$ cat config.mk
export PLATFORM = sky130hd
export DESIGN_NAME = pipe_ctrl_tracker
export DESIGN_NICKNAME = d
export VERILOG_FILES = /design/src/rtl/pipe_ctrl_pkg.sv /design/src/rtl/pipe_ctrl_tracker_fwd_unit.sv /design/src/rtl/pipe_ctrl_tracker.sv
export SDC_FILE = /design/constraint.sdc
export NUM_CORES = 1
export LEC_CHECK = 0
export CAP_MARGIN = 0
export CORE_MARGIN = 2
export CORE_UTILIZATION = 27
export CTS_CLUSTER_DIAMETER = 150
export DETAILED_ROUTE_END_ITERATION = 10
export SLEW_MARGIN = 20
export SYNTH_ARGS = -nofsm -noshare
export SYNTH_HDL_FRONTEND = slang
export SYNTH_SLANG_ARGS = --single-unit
$ cat constraint.sdc
create_clock -name clk -period 4.6 [get_ports clk]
set_input_delay 0.46 -clock clk [delete_from_list [all_inputs] [get_ports clk]]
set_output_delay 0.46 -clock clk [all_outputs]
set_load 0.02 [all_outputs]
$ cat src/rtl/pipe_ctrl_pkg.sv
// Shared types and constants for the pipeline control tracker.
package pipe_ctrl_pkg;

  localparam int unsigned CTRL_W = 10;

  // Decoder bundle, MSB first as produced by the ID-stage opcode decoder.
  typedef struct packed {
    logic       alu_src;
    logic       jal_to_reg;
    logic       mem_to_reg;
    logic       reg_write;
    logic       mem_read;
    logic       mem_write;
    logic [1:0] alu_op;
    logic       branch;
    logic       spare;
  } ctrl_t;

  typedef enum logic [1:0] {
    RUN    = 2'd0,
    DRAIN  = 2'd1,
    HALTED = 2'd2
  } state_t;

  localparam logic [1:0] FWD_RF  = 2'b00;
  localparam logic [1:0] FWD_MEM = 2'b10;
  localparam logic [1:0] FWD_WB  = 2'b01;

  localparam logic [6:0] OP_HALT = 7'b0000000;

endpackage

$ cat src/rtl/pipe_ctrl_tracker_fwd_unit.sv
// EX-operand forwarding select; EX/MEM result beats MEM/WB, x0 never forwards.
module fwd_unit
  import pipe_ctrl_pkg::*;
#(
  parameter int unsigned REG_AW = 5
) (
  input  logic              mem_reg_write,
  input  logic [REG_AW-1:0] mem_rd,
  input  logic              wb_reg_write,
  input  logic [REG_AW-1:0] wb_rd,
  input  logic [REG_AW-1:0] ex_rs,
  output logic [1:0]        fwd_sel_c
);

  always_comb begin
    fwd_sel_c = FWD_RF;
    if (mem_reg_write && (mem_rd != '0) && (mem_rd == ex_rs)) begin
      fwd_sel_c = FWD_MEM;
    end else if (wb_reg_write && (wb_rd != '0) && (wb_rd == ex_rs)) begin
      fwd_sel_c = FWD_WB;
    end
  end

endmodule

$ cat src/rtl/pipe_ctrl_tracker.sv
// Carries decoded control through ID/EX, EX/MEM, MEM/WB and generates
// stall, flush, forwarding selects and the HALT drain sequence.
module pipe_ctrl_tracker
  import pipe_ctrl_pkg::*;
#(
  parameter int unsigned REG_AW       = 5,
  parameter int unsigned DRAIN_CYCLES = 3
) (
  input  logic              clk,
  input  logic              rst_n,
  input  logic [CTRL_W-1:0] id_ctrl,
  input  logic [REG_AW-1:0] id_rs1,
  input  logic [REG_AW-1:0] id_rs2,
  input  logic [REG_AW-1:0] id_rd,
  input  logic              id_halt,
  input  logic              ex_redirect,
  output logic [CTRL_W-1:0] ex_ctrl,
  output logic [CTRL_W-1:0] mem_ctrl,
  output logic [CTRL_W-1:0] wb_ctrl,
  output logic              stall,
  output logic              flush_ifid,
  output logic [1:0]        fwd_a,
  output logic [1:0]        fwd_b,
  output logic              halted
);

  localparam int unsigned CNT_W = (DRAIN_CYCLES > 1) ? $clog2(DRAIN_CYCLES) : 1;

  state_t            state_q, state_d;
  logic [CNT_W-1:0]  cnt_q, cnt_d;
  logic              halted_q;
  logic              bubble, freeze, hz;

  ctrl_t             ex_q, mem_q, wb_q;
  logic [REG_AW-1:0] ex_rs1_q, ex_rs2_q, ex_rd_q, mem_rd_q, wb_rd_q;

  assign hz = ex_q.mem_read && (ex_rd_q != '0) &&
              ((ex_rd_q == id_rs1) || (ex_rd_q == id_rs2));

  // Next-state and hazard controls; redirect always outranks load-use.
  always_comb begin
    state_d    = state_q;
    cnt_d      = cnt_q;
    stall      = 1'b0;
    flush_ifid = 1'b0;
    bubble     = 1'b0;
    freeze     = 1'b0;
    case (state_q)
      RUN: begin
        if (ex_redirect) begin
          flush_ifid = 1'b1;
          bubble     = 1'b1;
        end else if (hz) begin
          stall  = 1'b1;
          bubble = 1'b1;
        end else if (id_halt) begin
          state_d = DRAIN;
          cnt_d   = '0;
          bubble  = 1'b1;
        end
      end
      DRAIN: begin
        bubble = 1'b1;
        if (ex_redirect) begin
          flush_ifid = 1'b1;
          state_d    = RUN;
          cnt_d      = '0;
        end else begin
          stall = 1'b1;
          if (cnt_q == CNT_W'(DRAIN_CYCLES - 1)) begin
            state_d = HALTED;
          end else begin
            cnt_d = cnt_q + CNT_W'(1);
          end
        end
      end
      HALTED: begin
        stall  = 1'b1;
        bubble = 1'b1;
        freeze = 1'b1;
      end
      default: begin
        state_d = RUN;
        cnt_d   = '0;
      end
    endcase
  end

  always_ff @(posedge clk or negedge rst_n) begin
    if (!rst_n) begin
      state_q  <= RUN;
      cnt_q    <= '0;
      halted_q <= 1'b0;
    end else begin
      state_q  <= state_d;
      cnt_q    <= cnt_d;
      halted_q <= (state_d == HALTED);
    end
  end

  // Stage registers; a bubble clears the whole ID/EX slot.
  always_ff @(posedge clk or negedge rst_n) begin
    if (!rst_n) begin
      ex_q     <= '0;
      ex_rs1_q <= '0;
      ex_rs2_q <= '0;
      ex_rd_q  <= '0;
      mem_q    <= '0;
      mem_rd_q <= '0;
      wb_q     <= '0;
      wb_rd_q  <= '0;
    end else if (freeze) begin
      ex_q     <= '0;
      ex_rs1_q <= '0;
      ex_rs2_q <= '0;
      ex_rd_q  <= '0;
      mem_q    <= '0;
      mem_rd_q <= '0;
      wb_q     <= '0;
      wb_rd_q  <= '0;
    end else begin
      if (bubble) begin
        ex_q     <= '0;
        ex_rs1_q <= '0;
        ex_rs2_q <= '0;
        ex_rd_q  <= '0;
      end else begin
        ex_q     <= ctrl_t'(id_ctrl);
        ex_rs1_q <= id_rs1;
        ex_rs2_q <= id_rs2;
        ex_rd_q  <= id_rd;
      end
      mem_q    <= ex_q;
      mem_rd_q <= ex_rd_q;
      wb_q     <= mem_q;
      wb_rd_q  <= mem_rd_q;
    end
  end

  fwd_unit #(.REG_AW(REG_AW)) u_fwd_a (
    .mem_reg_write (mem_q.reg_write),
    .mem_rd        (mem_rd_q),
    .wb_reg_write  (wb_q.reg_write),
    .wb_rd         (wb_rd_q),
    .ex_rs         (ex_rs1_q),
    .fwd_sel_c     (fwd_a)
  );

  fwd_unit #(.REG_AW(REG_AW)) u_fwd_b (
    .mem_reg_write (mem_q.reg_write),
    .mem_rd        (mem_rd_q),
    .wb_reg_write  (wb_q.reg_write),
    .wb_rd         (wb_rd_q),
    .ex_rs         (ex_rs2_q),
    .fwd_sel_c     (fwd_b)
  );

  assign ex_ctrl  = ex_q;
  assign mem_ctrl = mem_q;
  assign wb_ctrl  = wb_q;
  assign halted   = halted_q;

endmodule

Word level (Yosys, flattened, before mapping)
Index checks and enable logic that the tools add are counted.
{ "word_totals": {"regBits": 60, "input_bits": 29, "out_inout_bits": 37, "word_cells": 106} }
{ "classes": {"add_sub_neg": 1, "n_eq_ne": 14, "n_mux": 39, "n_bitwise": 1, "reduce_logical": 16} }
{ "ops": {"columns": ["operator", "n"], "rows": [
  ["10-bit two-way mux", 4],
  ["5-bit two-way mux", 8],
  ["5-bit equality test", 6],
  ["2-bit two-way mux", 12],
  ["5-bit nonzero test", 3],
  ["2-bit one-hot mux with 3 select lines", 2],
  ["1-bit two-way mux", 11],
  ["1-bit logical AND", 8],
  ["2-bit equality test (second input constant)", 3],
  ["2-bit inequality test (second input constant)", 3],
  ["5-bit AND reduction", 1],
  ["2-bit OR reduction", 2],
  ["3-bit inequality test (second input constant)", 1],
  ["1-bit one-hot mux with 3 select lines", 1],
  ["2-bit by 1-bit adder with 2-bit output (second input constant)", 1],
  ["2-bit by 1-bit equality test with 1-bit output (second input constant)", 1],
  ["2-bit logical NOT", 1],
  ["1-bit one-hot mux with 2 select lines", 1],
  ["1-bit logical OR", 1],
  ["1-bit inverter", 1]
]} }

Depth between registers and ports, before layout
Gate-level depths: netlist of run 1.
{ "depth": {"depth_word": 8, "depth_mapped": 7, "mapped_depth_nobuf": 7} }

Hierarchy
A second synthesis of run 1 with hierarchy kept.
{ "hier_totals": {"cells_unflattened": 224, "area_unflattened_um2": 2645.0} }
{ "by_module_without_submodules": {"columns": ["mod", "n_inst", "cells_each", "area_per_inst_um2", "seq_area_each_um2"], "rows": [
  ["pipe_ctrl_tracker", 1, 184, 2342.2, 1501.4],
  ["fwd_unit", 2, 20, 151.4, 0.0]
]} }

Worst setup path after synthesis of run 1
No wires, ideal clock.
{ "synth_path": {"path_type": "reg-to-output", "from": "reg mem_rd_q[0]", "to": "out fwd_a[0]", "arrival_time_ns": 2.014, "t_required_ns": 4.140, "path_slack_ns": 2.126, "path_stages_with_launch": 5, "path_buffers": 0, "path_cell_list": "dfrtp_1 or4_1 o21ai_0 nor4_1 nor4_1"} }
{ "synth_via": {"elab_chain_len": 4, "word_cells_on_any_way": 5, "cone_classes": "eq/ne (1); mux (1); reduce/logical (3)"} }
{ "synth_lines": {"columns": ["element", "line", "rtl"], "rows": [
  ["from (decl)", "pipe_ctrl_tracker.sv:35", "logic [REG_AW-1:0] ex_rs1_q, ex_rs2_q, ex_rd_q, mem_rd_q, wb_rd_q;"],
  ["from (signal assigned)", "pipe_ctrl_tracker.sv:134", "mem_rd_q <= ex_rd_q;"],
  ["5-bit nonzero test", "pipe_ctrl_tracker_fwd_unit.sv:17", "if (mem_reg_write && (mem_rd != '0) && (mem_rd == ex_rs)) begin"],
  ["1-bit logical AND", "pipe_ctrl_tracker_fwd_unit.sv:17", null],
  ["1-bit logical AND *", "pipe_ctrl_tracker_fwd_unit.sv:17", null],
  ["2-bit two-way mux *", "pipe_ctrl_tracker_fwd_unit.sv:17", null],
  ["to (decl)", "pipe_ctrl_tracker.sv:22", "output logic [1:0] fwd_a,"]
]} }
Every way passes the cells marked *; elsewhere a longest branch is shown, timed or not.

Worst setup path in the final report of run 1
{ "layout_path": {"from": "in id_rs2[4]", "to": "out stall"} }
{ "layout_via": {"elab_chain_len": 6} }
{ "layout_lines": {"columns": ["element", "line", "rtl"], "rows": [
  ["from (decl)", "pipe_ctrl_tracker.sv:13", "input logic [REG_AW-1:0] id_rs2,"],
  ["5-bit equality test", "pipe_ctrl_tracker.sv:38", "((ex_rd_q == id_rs1) || (ex_rd_q == id_rs2));"],
  ["1-bit logical OR", "pipe_ctrl_tracker.sv:38", null],
  ["1-bit logical AND", "pipe_ctrl_tracker.sv:37", "assign hz = ex_q.mem_read && (ex_rd_q != '0) &&"],
  ["1-bit two-way mux", "pipe_ctrl_tracker.sv:53", "end else if (hz) begin"],
  ["1-bit two-way mux", "pipe_ctrl_tracker.sv:50", "if (ex_redirect) begin"],
  ["1-bit one-hot mux with 3 select lines", "pipe_ctrl_tracker.sv:48", "case (state_q)"],
  ["to (decl)", "pipe_ctrl_tracker.sv:20", "output logic stall,"]
]} }
Every way passes these cells.

==> results of run 1 <==
-- per-layer routing --
layer	up-vias	track usage (%)	wire length (um)
met5	-	0	0
met4	0	5.301	81
met3	8	3.796	227
met2	35	18.47	2767
met1	805	14.37	2479
li1	840	-	-
-- registers in the layout (all words and copies together), names as in the netlist --
| register | cells |
|---|---|
| ex_ctrl | 10 |
| mem_ctrl | 10 |
| wb_ctrl | 10 |
| ex_rd_q | 5 |
| ex_rs1_q | 5 |
| ex_rs2_q | 5 |
| mem_rd_q | 5 |
| wb_rd_q | 5 |
| cnt_q | 2 |
| state_q | 2 |
| halted | 1 |
-- final cells by class --
| type | instances | area share [%] |
|---|---|---|
| inverter | 5 | 0.5254 |
| multi-input combinational | 140 | 28.16 |
| sequential | 60 | 42.03 |
| clock inverter | 4 | 2.032 |
| clock buffer | 11 | 4.238 |
| timing repair buffer | 67 | 18.49 |
| tap | 129 | 4.518 |
-- through the flow --
stage	instance area [sq um]	util (%)	worst slack (ns)	instances	hold WS [ns]
2_1_floorplan	2579	-	2.126	213	0.1644
4_1_cts	3572	38.66	1.530	416	0.2974
6_report	3572	38.66	1.534	416	0.2775
5_1_grt	3572	38.66	1.371	416	0.3415
3_3_place_gp	3348	36.24	1.571	401	0.4747
3_5_place_dp	3348	36.24	1.534	401	0.4844
-- cell usage after synthesis (2+ instances only) --
cell	instances	area [sq um]
nor2b_1	32	200.2
clkbuf_1	4	15.01
buf_4	2	15.01
ha_1	5	62.56
xnor2_1	16	140.1
nand2_1	2	7.510
nor2_1	6	22.52
inv_1	5	18.77
xor2_1	14	122.6
o21a_1	3	22.52
a21oi_1	2	10.01
o22ai_1	4	25.02
nand3_1	5	25.02
mux2_2	2	22.52
buf_6	2	22.52
dfrtp_1	60	1501
or4_1	5	37.54
nand2b_1	3	18.77
o21ai_0	3	15.01
nor4_1	4	25.02
and2_1	27	168.9
-- worst max path at each step --
stage,to,cells after the start
after floorplan,fwd_a[0],4
after global placement,stall,7
after detailed placement,stall,7
after CTS,stall,7
after global routing,fwd_a[0],5
final,stall,7
-- power by group --
part           switching, W  total, W  internal (W)
combinational      0.000498   0.00104      0.000544
clock              0.000199  0.000530      0.000331
sequential         0.000190  0.000951      0.000760
total              0.000887   0.00252       0.00163
-- kinds of logic after synthesis --
| logic type | count (synthesis) |
|---|---|
| buf+inv | 13 |
| fa+ha+maj | 5 |
| simple gates | 84 |
| mux | 2 |
| flops | 60 |
| xor+xnor | 30 |
| compound gates | 19 |
-- cells in the final DEF, fill, tap and decap left out, types with 2 or more instances in the layout --
master | synthesis | final
nand2_1 | 2 | 2
bufinv_16 | 0 | 2
nor2_1 | 6 | 6
o21ai_0 | 3 | 3
inv_1 | 5 | 5
nand2b_1 | 3 | 3
xor2_1 | 14 | 14
nor4_1 | 4 | 4
xnor2_1 | 16 | 16
buf_4 | 2 | 2
dfrtp_1 | 60 | 60
a21oi_1 | 2 | 2
ha_1 | 5 | 5
or4_1 | 5 | 5
clkdlybuf4s50_1 | 0 | 64
clkbuf_8 | 0 | 11
o21a_1 | 3 | 3
and2_1 | 27 | 27
mux2_2 | 2 | 2
nand3_1 | 5 | 5
nor2b_1 | 32 | 32
o22ai_1 | 4 | 4
-- worst max-delay path: stages --
cell,delay (ns)
clkdlybuf4s50_1,0.49
xnor2_1,0.12
nand3_1,0.12
o22ai_1,0.43
nand3_1,0.16
o22ai_1,0.19
clkdlybuf4s50_1,0.63
==> out/metrics.yaml, run 1 <==
clock_network:
  clk_latency_ns: 0.33
  postCtsSetupRepairBufs: 0
  cts-root-buf: "clkbuf_8"
  cts_tree: "yes"
  cts_resized: 0
  clk_pin_slew_ns: 0.07
  cts_hold_buf: 0
  cts.sinks: 60
  clockBufferDepth: 2
  cts_buffers: 9
  htreeDepth: 3
logic_synthesis:
  synthArstFlopShare_pct: 100.0
  seq_area_frac_synth_pct: 58.22
  synth_fp_nets: 247
  synth-simple-area-share_pct: 19.60
  ys.warnings.count: 0
  yosys.area_share.xor_xnor_pct: 10.19
  synth_edf_count: 0
  synth_top_family_by_area: "simple AND/OR/NAND/NOR gates"
  synth_cell_type_count: 28
  syn_inst: 213
  synth.area.mux_share_pct: 0.8734
  synth_fa_ha_area_share_pct: 2.426
  syn_area_per_cell_sq_um: 12.11
  synth_compound_area_share_pct: 5.919
  syn_area_sq_mm: 0.002579
  synth-seq-cells: 60
  synth_ff_type: "dfrtp_1"
placement:
  dp_hpwl_um: 4094
  io_buffers: 65
  gp_congestion: 0.7761
die:
  die_area_sq_mm: 0.01035
  start_util_pct: 27.91
  io_pins: 66
  fp.dieW_um: 101.7
  coreArea_sq_mm: 0.009240
  rows: 35
  dieHeight_um: 101.7
worst_setup_path:
  startpoint: "id_rs2[4]"
  required_ns: 4.14
  timing_worst_setup_path_type: "in2out"
  cp.arrival_ns: 2.61
  reg2reg_from: "state_q[0]"
  critPathCaptureType: "output port"
  r2r_cells: 7
  worstPathMaxFanout: 4
  r2r_end: "cnt_q[1]"
  startpoint_type: "input pin"
  regToRegSetupSlack_ns: 2.19
drt:
  viasPerCell: 4.058
  vias: 1688
  drt_wl_total_um: 5557
  drcViolationCount: 0
  first_pass_iters: 4
  drtIter0Drc: 57
  ant_nets: 0
  wire_per_inst_um: 13.36
timing:
  fmax_mhz: 326.2
  setup_tns_ns: 0
  worstMarginPinSlew_ns: 0.8930
  final.setup_skew_ns: 0.008909
  setup_violations: 0
  period_share_pct: 66.65
  rsz0062_at_grt: "false"
  slew_headroom_pct: 40.47
  hold_viol: 0
  fin_crit_ns: 3.066
  slew_viol_final: 0
finish:
  multiInputGateArea_sq_mm: 0.001006
  regArea_sq_mm: 0.001501
  n_antenna_cell: 0
  drive_above_1_share_pct: 7.317
  synthToLayoutAreaGrowth_pct: 38.53
  fillers: 891
  fin_nets: 317
grt:
  grt_pass1_vias: 1728
  grtUsageTotal_pct: 11.63
  grt-ovfl-total: 0
  grt_max_degree: 61
  grt_pass1_wl_um: 8894
  antenna_found_initial: 0
hold_path:
  hp-class: "in2async"
pwr:
  total_power_w: 0.002522
  ir_worst_vdd_uv: 188.5
  power_leakage_nw: 1.616
  power_density_mw_per_mm2: 706.0
outcome:
  run_status: "completed"
run:
  drv_cap: 0
Power figures use the tool's default switching activity.
==> inputs of run 2 (changes only) <==
- clock period: 4.6 -> 3 ns (I/O delays scaled with it)
==> run 2 against run 1 <==
Cell count up 1.2%. Cell area up 0.39%. Power up 52%. Combinational power up 57%. Non-clock buffer count up 4. Setup slack worse by 1.3 ns. Critical endpoint unchanged. Largest cell class unchanged.
==> out/metrics.yaml, run 2 (same netlist as run 1, synthesis figures left out) <==
outcome:
  run_status: "completed"
run:
  drv_cap: 0
worst_setup_path:
  r2r_cells: 5
  worstPathMaxFanout: 7
  critPathCaptureType: "output port"
  cp.arrival_ns: 2.47
  required_ns: 2.70
  regToRegSetupSlack_ns: 0.97
  startpoint_type: "flop"
  timing_worst_setup_path_type: "reg2out"
finish:
  post-route-cell-area_sq_mm: 0.003586
  drive_above_1_share_pct: 8.562
  synthToLayoutAreaGrowth_pct: 39.06
  n_antenna_cell: 0
  layout_commonest_cell: "clkdlybuf4s50_1"
  final_cells: 421
  fin_nets: 321
  final_cell_mix: "62 x clkdlybuf4s50_1, 60 x dfrtp_1, 32 x nor2b_1"
timing:
  slew_headroom_pct: 37.02
  fmax_mhz: 361.1
  worstMarginPinSlew_ns: 0.9447
  setup_tns_ns: 0
  final.setup_skew_ns: 0.009169
  fin_crit_ns: 2.769
  period_share_pct: 92.30
  slew_viol_final: 0
  rsz0062_at_grt: "false"
  setup_violations: 0
  hold_viol: 0
drt:
  drcViolationCount: 0
  wire_per_inst_um: 13.28
  first_pass_iters: 4
  drtIter0Drc: 53
  drt_wl_total_um: 5591
  viasPerCell: 4.067
  ant_nets: 0
  vias: 1712
grt:
  grt_pass1_wl_um: 8928
  grtUsageTotal_pct: 11.53
  grt-ovfl-total: 0
  antenna_found_initial: 0
  grt_max_degree: 43
  grt_pass1_vias: 1734
clock_network:
  cts_buffers: 9
  postCtsSetupRepairBufs: 0
  cts_resized: 0
  clk_latency_ns: 0.33
  htreeDepth: 3
  clk_pin_slew_ns: 0.07
  cts_tree: "yes"
  cts.sinks: 60
  cts-root-buf: "clkbuf_8"
  clockBufferDepth: 2
  cts_hold_buf: 0
die:
  die_area_sq_mm: 0.01035
  start_util_pct: 27.91
  dieHeight_um: 101.7
  fp.dieW_um: 101.7
  coreArea_sq_mm: 0.009240
  io_pins: 66
  rows: 35
placement:
  io_buffers: 65
  postPlaceCellArea_sq_mm: 0.003378
  gp_congestion: 0.7801
  placed_cells: 405
  dp_hpwl_um: 4078
pwr:
  power_leakage_nw: 1.664
  power_density_mw_per_mm2: 1067
  ir_worst_vdd_uv: 277.8
hold_path:
  hp-class: "in2async"
run 2: cell types whose count changed in the layout (fill, tap and decap cells not counted), sizes merged:
cell,delta
clkbuf,+1
clkinv,+1
clkdlybuf4s50,-2
buf,+4
bufinv,-1
dlymetal6s2s,+2
run 2: metrics by stage:
stage               util, %  power (W)  setup slack (ns)  hold slack, ns
detailed placement    36.56   0.003129            0.4694          0.4741
floorplan                 -   0.002446            0.6858        0.004409
global route          38.81   0.004079           0.04944          0.1692
finish                38.81   0.003825            0.2309          0.1173
global placement      36.56   0.003111            0.4662          0.4746
CTS                   38.75   0.003875           0.09899          0.1424
run 2: final cells by class:
type	instances	area, sq um
clock buffer	12	155.1
clock inverter	4	47.55
timing repair buffer	71	695.7
sequential	60	1501
multi-input combinational	140	1006
fill	905	5654
tap	129	161.4
inverter	5	18.77
run 2: routing by layer:
layer / vias up / part of all wire [%] / track usage (%)
met3: 8 / 4.4 / 3.244
met1: 816 / 47 / 15.44
met4: 0 / 1.7 / 4.990
met2: 39 / 47 / 17.46
li1: 849 / - / -
met5: - / 0 / 0
run 2: report_power, final:
| part | internal, W | leakage (nW) | switching [W] |
|---|---|---|---|
| clock network | 0.000426 | 0.102 | 0.000309 |
| registers | 0.00117 | 0.798 | 0.000293 |
| logic | 0.000854 | 0.763 | 0.000777 |
| total | 0.00245 | 1.66 | 0.00138 |
run 2: final timing paths:
kind | start | end
max | state_q[1] | stall
min | rst_n | wb_rd_q[2]
max reg2reg | ex_rd_q[1] | cnt_q[1]
min reg2reg | mem_ctrl[1] | wb_ctrl[1]
max in group asynchronous | rst_n | wb_ctrl[1]
min in group clk | mem_ctrl[1] | wb_ctrl[1]
run 2: critical path, stage by stage (launching register included):
cell and delay (ns):
dfrtp_1 0.44, inv_1 0.11, ha_1 0.29, nor2b_1 0.33
nand3_1 0.15, o22ai_1 0.18, clkdlybuf4s50_1 0.64
==> inputs of run 3 (changes only) <==
- clock period: 3 -> 2.4 ns (I/O delays scaled with it)
==> run 3 against run 2 <==
Via count is 3.6% higher. Count of clock-buffer cells in the layout stayed put. Hold slack better by 0.34 ns. First-iteration DRC count is 1.9% lower. Sequential power is 23% higher. Cell count is 1.7% higher. Wire length is 3.6% higher. Setup slack worse by 0.083 ns. Cell area is 2.0% higher. Clock skew is 0.00053 ns lower. Power is 29% higher. Die area stayed put. Largest cell class unchanged. Largest power group unchanged.
==> out/metrics.yaml, run 3 (same netlist as run 1, synthesis figures left out) <==
finish:
  n_antenna_cell: 0
  layout_commonest_cell: "dfrtp_1"
  fin_nets: 328
  final_cell_mix: "60 x dfrtp_1, 59 x clkdlybuf4s50_1, 31 x nor2b_1"
  fillers: 893
  synthToLayoutAreaGrowth_pct: 41.82
  fin_util_pct: 39.58
  regArea_sq_mm: 0.001501
  multiInputGateArea_sq_mm: 0.001049
  drive_above_1_share_pct: 13.04
die:
  fp.dieW_um: 101.7
  io_pins: 66
  start_util_pct: 27.91
  dieHeight_um: 101.7
  die_area_sq_mm: 0.01035
  rows: 35
  coreArea_sq_mm: 0.009240
worst_setup_path:
  path_cells: "or4_1 -> o21ai_0 -> or4_1 -> nor4_1 -> clkbuf_2"
  timing_worst_setup_path_type: "reg2out"
  cp_slowest_stage_delay_ns: 0.53
  slowest_stage: "or4_1"
  critical_path_buf_inv_count: 1
  required_ns: 2.16
  cpMostUsedCell: "or4_1"
  critPathCaptureType: "output port"
  startpoint_type: "flop"
  crit_family: "simple AND/OR/NAND/NOR gates"
  r2r_cells: 4
  regToRegSetupSlack_ns: 0.29
  cp.arrival_ns: 2.01
  worstPathMaxFanout: 3
  cp.depth: 5
clock_network:
  clockBufferDepth: 2
  clk_latency_ns: 0.33
  htreeDepth: 3
  cts_buffers: 9
  cts.sinks: 60
  cts_tree: "yes"
  cts-root-buf: "clkbuf_8"
  clk_pin_slew_ns: 0.07
timing:
  final.setup_skew_ns: 0.008643
  slew_viol_final: 0
  setup_slack_ns: 0.1477
  fin_crit_ns: 2.252
  slew_headroom_pct: 52.93
  setup_violations: 0
  fmax_mhz: 444.0
  hold_viol: 0
  period_share_pct: 93.85
  worstMarginPinSlew_ns: 0.7061
  setup_tns_ns: 0
  rsz0062_at_grt: "false"
hold_path:
  min_path_cells: 2
  hp-class: "in2reg"
grt:
  grt_max_degree: 33
  antenna_found_initial: 0
  grt-ovfl-total: 0
  grt_pass1_vias: 1800
  grt_pass1_wl_um: 8825
  grtUsageTotal_pct: 11.38
drt:
  dr_wl_met2_um: 2724
  first_pass_iters: 4
  ant_nets: 0
  drt_wl_total_um: 5790
  viasPerCell: 4.145
  route.met3.wl_um: 192
  wire_per_inst_um: 13.53
  drtIter0Drc: 52
  top_layer: "met4"
  vias: 1774
  drcViolationCount: 0
  met1_length_um: 2722
outcome:
  run_status: "completed"
pwr:
  ir_worst_vdd_uv: 396.3
  power_leakage_nw: 1.689
  total_power_w: 0.004916
  power_density_mw_per_mm2: 1344
placement:
  place_ws_ns: -0.09079
  io_buffers: 65
  gp_congestion: 0.7466
  dp_hpwl_um: 4142
run:
  drv_cap: 0
run 3: metrics by stage:
| step | hold slack (ns) | instance area [sq um] | cells |
|---|---|---|---|
| after floorplan | -0.05559 | 2579 | 213 |
| after global placement | 0.3281 | 3416 | 410 |
| after detailed placement | 0.3335 | 3416 | 410 |
| after CTS | 0.4374 | 3620 | 427 |
| after global routing | 0.4513 | 3657 | 428 |
| final | 0.4558 | 3657 | 428 |
run 3: timing repair:
item | CTS | global route
cloned | 0 | 1
hold buffers | 1 | 0
resized for setup | 11 | 10
setup buffers | 0 | 0
setup endpoints to repair | 5 | 29
endpoints found under the hold margin | 30 | 0
pin swaps | 0 | 2
run 3: layout make-up:
class,instances,area share [%]
Clock buffer,12,4.242
Tap cell,129,4.413
Multi-Input combinational cell,141,28.67
Timing Repair Buffer,77,19.81
Clock inverter,4,1.300
Sequential cell,60,41.05
Inverter,5,0.5132
run 3: report_power, final:
part | switching (W) | internal, W
Sequential | 0.000345 | 0.00146
Clock | 0.000389 | 0.000533
Combinational | 0.00107 | 0.00112
Total | 0.00180 | 0.00312
run 3: metal layers:
layer / up-vias / global-route usage [%]
li1: 866 / -
met4: 0 / 7.277
met5: - / 0
met2: 38 / 18.27
met3: 13 / 2.070
met1: 857 / 14.09
run 3: worst paths after layout:
path                             from          end
setup / recovery           wb_rd_q[4]     fwd_b[0]
hold / removal               id_rd[3]   ex_rd_q[3]
setup reg to reg           ex_rd_q[1]   ex_rd_q[0]
hold reg to reg            ex_ctrl[2]  mem_ctrl[2]
max in group asynchronous       rst_n  mem_ctrl[2]
min in group asynchronous       rst_n   ex_rd_q[1]
